==> config.mk <==
export PLATFORM = sky130hd
export DESIGN_NAME = uart_tx_sched
export DESIGN_NICKNAME = d
export VERILOG_FILES = /design/src/rtl/uart_tx_sched.sv
export SDC_FILE = /design/constraint.sdc
export NUM_CORES = 1
export LEC_CHECK = 0
export ABC_AREA = 1
export CAP_MARGIN = 10
export CORE_MARGIN = 8
export CORE_UTILIZATION = 32
export CTS_BUF_LIST = sky130_fd_sc_hd__clkbuf_8 sky130_fd_sc_hd__clkbuf_16
export DETAILED_ROUTE_END_ITERATION = 10
export DONT_BUFFER_PORTS = 1
export GPL_TIMING_DRIVEN = 0
export PLACE_DENSITY = 0.46
export SKIP_CTS_REPAIR_TIMING = 1
export SLEW_MARGIN = 25
export SYNTH_ARGS = -nofsm -noshare
export SYNTH_HDL_FRONTEND = slang
export SYNTH_SLANG_ARGS = --single-unit
==> constraint.sdc <==
create_clock -name clk -period 1.2 [get_ports clk]
set_input_delay 0.18 -clock clk [delete_from_list [all_inputs] [get_ports clk]]
set_output_delay 0.18 -clock clk [all_outputs]
set_load 0.02 [all_outputs]
==> src/rtl/uart_tx_sched.sv <==
// uart_tx_sched: one 8N1 UART transmitter shared by two byte requesters
// using round-robin arbitration, with its own baud-rate divider.
// Optional build macro UART_TX_SCHED_PARITY_EN adds an even-parity bit
// between the data bits and the stop bit.
//
//   state  | meaning
//   -------+-----------------------------------------------------------
//   IDLE   | line high, arbitrating between requesters
//   START  | start bit (low) for COUNT_MAX clocks
//   DATA   | 8 data bits, LSB first, COUNT_MAX clocks each
//   PARITY | even parity of the latched byte (parity build only)
//   STOP   | stop bit (high) for COUNT_MAX clocks, then tx_done pulse
module uart_tx_sched #(
  parameter int FRE       = 50_000_000,
  parameter int BAUD_RATE = 9600
) (
  input  logic       clk,
  input  logic       reset,
  input  logic       valid0,
  input  logic [7:0] data0,
  output logic       ready0,
  input  logic       valid1,
  input  logic [7:0] data1,
  output logic       ready1,
  output logic       tx,
  output logic       busy,
  output logic       gnt_id,
  output logic       tx_done
);

  localparam int COUNT_MAX = FRE / BAUD_RATE;
  localparam int CNT_W     = $clog2(COUNT_MAX);
  localparam logic [CNT_W-1:0] CNT_LAST = CNT_W'(COUNT_MAX - 1);

`ifdef UART_TX_SCHED_PARITY_EN
  typedef enum logic [2:0] {
    S_IDLE   = 3'd0,
    S_START  = 3'd1,
    S_DATA   = 3'd2,
    S_PARITY = 3'd3,
    S_STOP   = 3'd4
  } state_t;
`else
  typedef enum logic [2:0] {
    S_IDLE  = 3'd0,
    S_START = 3'd1,
    S_DATA  = 3'd2,
    S_STOP  = 3'd4
  } state_t;
`endif

  state_t           state_q, state_d;
  logic [CNT_W-1:0] cnt_q, cnt_d;
  logic [2:0]       bit_idx_q, bit_idx_d;
  logic [7:0]       shift_q, shift_d;
  logic             rr_q, rr_d;
  logic             gnt_q, gnt_d;
  logic             busy_q, busy_d;
  logic             tx_q, tx_d;
  logic             done_q, done_d;
  logic             boundary;
`ifdef UART_TX_SCHED_PARITY_EN
  logic             parity_q, parity_d;
`endif

  // The requester that is not the last winner takes priority on a tie.
  assign ready0 = (state_q == S_IDLE) && valid0 && (!valid1 || rr_q);
  assign ready1 = (state_q == S_IDLE) && valid1 && (!valid0 || !rr_q);

  assign boundary = (cnt_q == CNT_LAST);

  assign tx      = tx_q;
  assign busy    = busy_q;
  assign gnt_id  = gnt_q;
  assign tx_done = done_q;

  // Next-state logic: arbitration, divider, frame sequencing and line level.
  always_comb begin
    state_d   = state_q;
    cnt_d     = cnt_q;
    bit_idx_d = bit_idx_q;
    shift_d   = shift_q;
    rr_d      = rr_q;
    gnt_d     = gnt_q;
    busy_d    = busy_q;
    done_d    = 1'b0;
    tx_d      = 1'b1;
`ifdef UART_TX_SCHED_PARITY_EN
    parity_d  = parity_q;
`endif

    // Divider is held at zero in IDLE so each frame starts on a full bit.
    if (state_q == S_IDLE) begin
      cnt_d = '0;
    end else if (boundary) begin
      cnt_d = '0;
    end else begin
      cnt_d = cnt_q + CNT_W'(1);
    end

    case (state_q)
      S_IDLE: begin
        if (ready0 || ready1) begin
          shift_d = ready0 ? data0 : data1;
          gnt_d   = ready1;
          rr_d    = ready1;
          busy_d  = 1'b1;
          state_d = S_START;
`ifdef UART_TX_SCHED_PARITY_EN
          parity_d = ready0 ? ^data0 : ^data1;
`endif
        end
      end
      S_START: begin
        if (boundary) begin
          state_d   = S_DATA;
          bit_idx_d = 3'd0;
        end
      end
      S_DATA: begin
        if (boundary) begin
          shift_d   = {1'b0, shift_q[7:1]};
          bit_idx_d = bit_idx_q + 3'd1;
          if (bit_idx_q == 3'd7) begin
`ifdef UART_TX_SCHED_PARITY_EN
            state_d = S_PARITY;
`else
            state_d = S_STOP;
`endif
          end
        end
      end
`ifdef UART_TX_SCHED_PARITY_EN
      S_PARITY: begin
        if (boundary) state_d = S_STOP;
      end
`endif
      S_STOP: begin
        if (boundary) begin
          state_d = S_IDLE;
          busy_d  = 1'b0;
          done_d  = 1'b1;
        end
      end
      default: state_d = S_IDLE;
    endcase

    // tx is registered from the next state so it lines up with the state.
    case (state_d)
      S_START:  tx_d = 1'b0;
      S_DATA:   tx_d = shift_d[0];
`ifdef UART_TX_SCHED_PARITY_EN
      S_PARITY: tx_d = parity_q;
`endif
      default:  tx_d = 1'b1;
    endcase
  end

  // State and datapath registers; reset forces the line idle immediately.
  always_ff @(posedge clk or negedge reset) begin
    if (!reset) begin
      state_q   <= S_IDLE;
      cnt_q     <= '0;
      bit_idx_q <= 3'd0;
      shift_q   <= 8'd0;
      rr_q      <= 1'b1;
      gnt_q     <= 1'b0;
      busy_q    <= 1'b0;
      tx_q      <= 1'b1;
      done_q    <= 1'b0;
`ifdef UART_TX_SCHED_PARITY_EN
      parity_q  <= 1'b0;
`endif
    end else begin
      state_q   <= state_d;
      cnt_q     <= cnt_d;
      bit_idx_q <= bit_idx_d;
      shift_q   <= shift_d;
      rr_q      <= rr_d;
      gnt_q     <= gnt_d;
      busy_q    <= busy_d;
      tx_q      <= tx_d;
      done_q    <= done_d;
`ifdef UART_TX_SCHED_PARITY_EN
      parity_q  <= parity_d;
`endif
    end
  end

endmodule

# Word level (Yosys, flattened, before mapping)

Index checks and enable logic that the tools add are counted.

Output and inout bits: 6
Bits of input ports: 20
Word-level logic and storage cells: 62
Bits in registers: 32

Add/sub/neg operators: 2
Multiplexer cells: 21
Reduce and logical (&&, ||, !) cells: 18
Eq/ne operators: 11

Operator list:

| cell                                                                     | count |
|---|---|
| 13-bit two-way mux                                                       | 2 |
| 8-bit two-way mux                                                        | 3 |
| 3-bit two-way mux                                                        | 7 |
| 8-bit one-hot mux with 2 select lines                                    | 1 |
| 13-bit by 1-bit adder with 13-bit output (second input constant)         | 1 |
| 13-bit equality test (second input constant)                             | 1 |
| 3-bit one-hot mux with 4 select lines                                    | 1 |
| 3-bit AND reduction                                                      | 3 |
| 3-bit by 1-bit equality test with 1-bit output (second input constant)   | 2 |
| 3-bit by 2-bit equality test with 1-bit output (second input constant)   | 2 |
| 3-bit equality test (second input constant)                              | 2 |
| 2-bit inequality test (second input constant)                            | 3 |
| 3-bit one-hot mux with 2 select lines                                    | 1 |
| 2-bit nonzero test                                                       | 3 |
| 1-bit logical AND                                                        | 4 |
| 1-bit two-way mux                                                        | 4 |
| 1-bit one-hot mux with 2 select lines                                    | 2 |
| 3-bit by 1-bit adder with 3-bit output (second input constant)           | 1 |
| 1-bit logical NOT                                                        | 3 |
| 3-bit logical NOT                                                        | 1 |
| 1-bit logical OR                                                         | 3 |
| 2-bit by 1-bit inequality test with 1-bit output (second input constant) | 1 |
| 2-bit AND reduction                                                      | 1 |

# Depth between registers and ports, before layout

Word-level depth: 8
Gate-level depth with buffers: 12
Depth with buffers taken out: 12

# Least setup slack after synthesis

Ideal clock, no wire load.

Kind: flip-flop to flip-flop
Start point: reg cnt_q[0]
End point: reg cnt_q[12]
Stages on the path, launching flop included: 9
Arrival time: 1229 ps
Path slack: -151 ps
Setup time: 122 ps
Path through: dfrtp_1 > ha_1 > nand2_1 > nor2_2 > nand3_1 > nor2_2 > nand4_1 > nor2_1 > a21boi_1

Longest elaborated chain between the ends: 3

RTL lines:

| item                                                                             | RTL line | RTL |
|---|---|---|
| start, declared                                                                  | 53       | `logic [CNT_W-1:0] cnt_q, cnt_d;` |
| start signal, assigned                                                           | 176      | `cnt_q <= cnt_d;` |
| 13-bit by 1-bit adder with 13-bit output or 13-bit equality test (tied branches) | 98, 70   |  |
| 13-bit two-way mux (*)                                                           | 95       | `end else if (boundary) begin` |
| 13-bit two-way mux (*)                                                           | 93       | `if (state_q == S_IDLE) begin` |
| net cnt_d[12]                                                                    | 53       |  |

Mark *: on every way through the listed nets, which the timed path passes. The rest lies on a longest branch.
A chain may end at the register's enable or synchronous reset.

# Worst setup path after layout

Start point: reg rr_q
End point: out ready0

Longest elaborated chain between the ends: 2

RTL lines:

| item                   | RTL line | RTL |
|---|---|---|
| start, declared        | 56       | `logic rr_q, rr_d;` |
| start signal, assigned | 179      | `rr_q <= rr_d;` |
| 1-bit logical OR       | 67       | `assign ready0 = (state_q == S_IDLE) && valid0 && (!valid1 \|\| rr_q);` |
| 1-bit logical AND      | 67       |  |
| end, declared          | 21       | `output logic ready0,` |

Every way passes these cells.

==> results.txt <==
The total track usage was 10.7%; the transition time at the pin with the least slew margin was 603 ps. The I/O pin count was 26. Sequential elements use 46.8% of the synthesized area. The area after detailed placement came out at 0.00184 sq mm. The number of buffer and inverter stages on the critical path is 2. In the synthesized netlist the dominant register cell turns out to be sky130_fd_sc_hd__dfrtp_1. The area share of the largest cell type after synthesis was 43.8%. Across the routed clock network, the largest skew measured is 8.02 ps. Post-route setup TNS: -4440 ps. From left edge to right edge, the die measures 89.2 um. The sort of element at the end of the critical path was an output port. TritonCTS built the clock tree. Counting flops with an async set or reset pin after synthesis yields a share of 100%. The critical-path maximum fanout came out at 5. The post-synthesis cell type with the largest combined area is sky130_fd_sc_hd__dfrtp_1. The post-synthesis instance total is 220. Setup repair after global routing could not meet its margin everywhere. VDD sags by at most 0.702 mV.

The number of buffers added on ports works out to 0. The number of global-route vias before repair was 1337; the number of antenna cells inserted was 0. For this design, the slowest cell found on the critical path is sky130_fd_sc_hd__dfstp_2. The clock net in this run drives a total of 32 sinks. The H-tree generated during clock tree synthesis spans 2 levels.

In this run the core area contains 26 standard-cell rows. The number of warnings issued by yosys was 0; the post-synthesis register bit count was 32. The number of nets in the synthesized netlist is 243. Measured along the y axis, the die boundary spans 89.2 um.

Final clock period utilization by the worst path: 123%. The logs give 66.4 ps for the worst hold-check slack and 1433 for the via count. Entering global routing, the biggest net connects 33 pins. In the routed layout, each cell is associated on average with a via count of 4.55. The run gives 0.00226 sq mm as the final standard cell area without fillers. The clock slew seen by the registers of the worst setup and hold paths is 70 ps, and the count of maximum capacitance violations is 0. The clock network latency to the later pin of the worst-skew pair came out at 280 ps.

After detailed routing, the number of remaining DRC violations is 0. The final reports fail on setup timing. The number of iterations in the first detailed-routing pass was 4; the initial antenna violation count was 0. The final critical delay including setup and external delays was 1480 ps; the final cell utilization of the core was 44.0%. Routability-driven placement finished with a final weighted congestion of 0.773. The synthesized netlist occupies a cell area of 0.00172 sq mm. The area enclosed by the die boundary was 0.00796 sq mm; the number of fillers in the final layout was 557. The logs give 1300 ps for the arrival time of data at the critical path endpoint and 25 for the violation count after the first detailed-routing iteration. The total congestion overflow after global routing is 0.

Counting flops with a built-in enable in the synthesized netlist gives 0. Path type of the worst min-delay path: in2reg. The average size of a mapped cell is 7.80 sq um.

The family with the most delay on the worst path is flip-flops. In this design, the critical path's most frequently occurring cell is sky130_fd_sc_hd__nand2_2. The flow ran to the end, but the final reports show violations. The final layout contains routed wiring with a total length of 4.19 mm. Summed over all cells, the static leakage comes to 1.05 nW.

The tools report the least setup slack across all paths after layout as -280 ps. The number of different library cells used by synthesis comes to 27. In this run the power density over the cells is 1590 mW/mm^2. The cell sitting at the root of the clock tree is a sky130_fd_sc_hd__clkbuf_8.

Buffers inserted during clock tree synthesis total 5. The run gives 0.00359 W as the overall power consumption. The first global-routing pass estimated 6.38 mm of wire. For the final-report setup violation count, the log shows 30.

In the final design database the tool counted 267 nets. The path type of the worst setup path was reg2out. The placeable core region is 0.00514 sq mm, and the number of routed nets with antenna violations is 0. The initial cell density of the core was 33.4%.

After legalization and detailed placement, the total HPWL measured 2.76 mm. The critical path goes through inv_2, nand2_2, nand2_2, nor2_4, buf_6. Of the cells placed in the final design, the portion with a size suffix greater than 1 is 36.3%. Wire length per cell: 13.3 um. After synthesis, the cell types taking the most area are sky130_fd_sc_hd__dfrtp_1 44%, sky130_fd_sc_hd__nand2_1 17%, sky130_fd_sc_hd__nor2_1 4.6%. For the maximum operating frequency, the log shows 676 MHz. STA classifies the critical path startpoint as a register. In this run the deepest clock path goes through 2 buffers. The count of final hold-check violations was 0. At the worst endpoint, the required time is 1020 ps.

Measured against its own limit, the worst slew margin works out to 59.5%. For this run, the slowest stage of the critical path takes 540 ps. The tools report the count of final max-slew check failures as 0. The area added between synthesis and finish is 31.7%.
==> layer usage <==
metal  global-route usage (%)  up-vias  part of all wire [%]
li1                         -      743                     -
met1                     12.8      671                    44
met2                     17.3       14                    52
met3                     3.31        5                   2.8
met4                     4.98        0                   1.4
met5                        0        -                     0
==> worst paths after layout <==
path                       depth (start not counted)  startpoint    endpoint  slack [ps]
hold / removal                                     2    data0[7]  shift_q[7]          70
max in group asynchronous                          2       reset          tx         600
hold reg to reg                                    1    cnt_q[0]    cnt_q[0]         480
setup reg to reg                                  11    cnt_q[0]  shift_q[1]        -230
min in group asynchronous                          2       reset      gnt_id         360
setup / recovery                                   5        rr_q      ready0        -280
==> stage by stage <==
stage,setup slack [ps],cells
2_1_floorplan,-150,220
3_5_place_dp,-394,290
4_1_cts,-452,298
6_report,-280,315
3_3_place_gp,-408,290
5_1_grt,-350,315
==> placed cells by master, fill, tap and decap left out, types with 4 or more instances in the layout <==
cell	n
sky130_fd_sc_hd__nand3_1	9
sky130_fd_sc_hd__nand3_2	4
sky130_fd_sc_hd__nor2_4	8
sky130_fd_sc_hd__clkbuf_8	6
sky130_fd_sc_hd__inv_2	8
sky130_fd_sc_hd__nor2_1	15
sky130_fd_sc_hd__buf_4	14
sky130_fd_sc_hd__dfrtp_1	27
sky130_fd_sc_hd__nand2_4	6
sky130_fd_sc_hd__nand2_1	61
sky130_fd_sc_hd__nor3_1	6
sky130_fd_sc_hd__inv_1	14
sky130_fd_sc_hd__nor2_2	4
sky130_fd_sc_hd__nand2_2	15
sky130_fd_sc_hd__xor2_1	7
==> cell type report <==
class / count / area (sq um) / share of cell area, %
Clock inverter: 2 / 10.0 / 0.443
Tap cell: 70 / 87.6 / 3.88
Inverter: 25 / 106 / 4.71
Multi-Input combinational cell: 162 / 1010 / 44.6
Sequential cell: 32 / 807 / 35.7
Buffer: 1 / 11.3 / 0.498
Timing Repair Buffer: 17 / 146 / 6.48
Clock buffer: 6 / 82.6 / 3.65
==> power by group <==
part	total, W	leakage, nW	switching (W)	internal [W]
Clock	0.000860	0.0510	0.000403	0.000457
Combinational	0.00108	0.609	0.000624	0.000452
Sequential	0.00166	0.394	0.000268	0.00139
==> synthesized netlist by cell type, types with 3 or more instances <==
cell and count:
sky130_fd_sc_hd__a21oi_1 3, sky130_fd_sc_hd__dfrtp_1 30, sky130_fd_sc_hd__ha_1 3, sky130_fd_sc_hd__inv_1 18, sky130_fd_sc_hd__inv_2 7, sky130_fd_sc_hd__nand2_1 77
sky130_fd_sc_hd__nand2_2 3, sky130_fd_sc_hd__nand2_4 3, sky130_fd_sc_hd__nand3_1 13, sky130_fd_sc_hd__nand4_1 3, sky130_fd_sc_hd__nor2_1 21, sky130_fd_sc_hd__nor2_2 4
sky130_fd_sc_hd__nor3_1 7, sky130_fd_sc_hd__o21ai_0 4, sky130_fd_sc_hd__xor2_1 7
==> kinds of logic after synthesis <==
kind of cell,count (synthesis),share of synthesized area [%]
AO/OA/AOI/OAI,15,5.10
XOR/XNOR,7,3.57
adder cells (fa/ha/maj),3,2.19
buffers and inverters,26,5.76
flip-flops,32,46.8
AND/OR/NAND/NOR,137,36.5
==> registers in the layout, summed over array words and instances (netlist names) <==
register	cells
bit_idx_q	3
busy	1
cnt_q	13
gnt_id	1
rr_q	1
shift_q	8
state_q	3
tx	1
tx_done	1
Note: power is estimated with default switching activity, not from simulation.
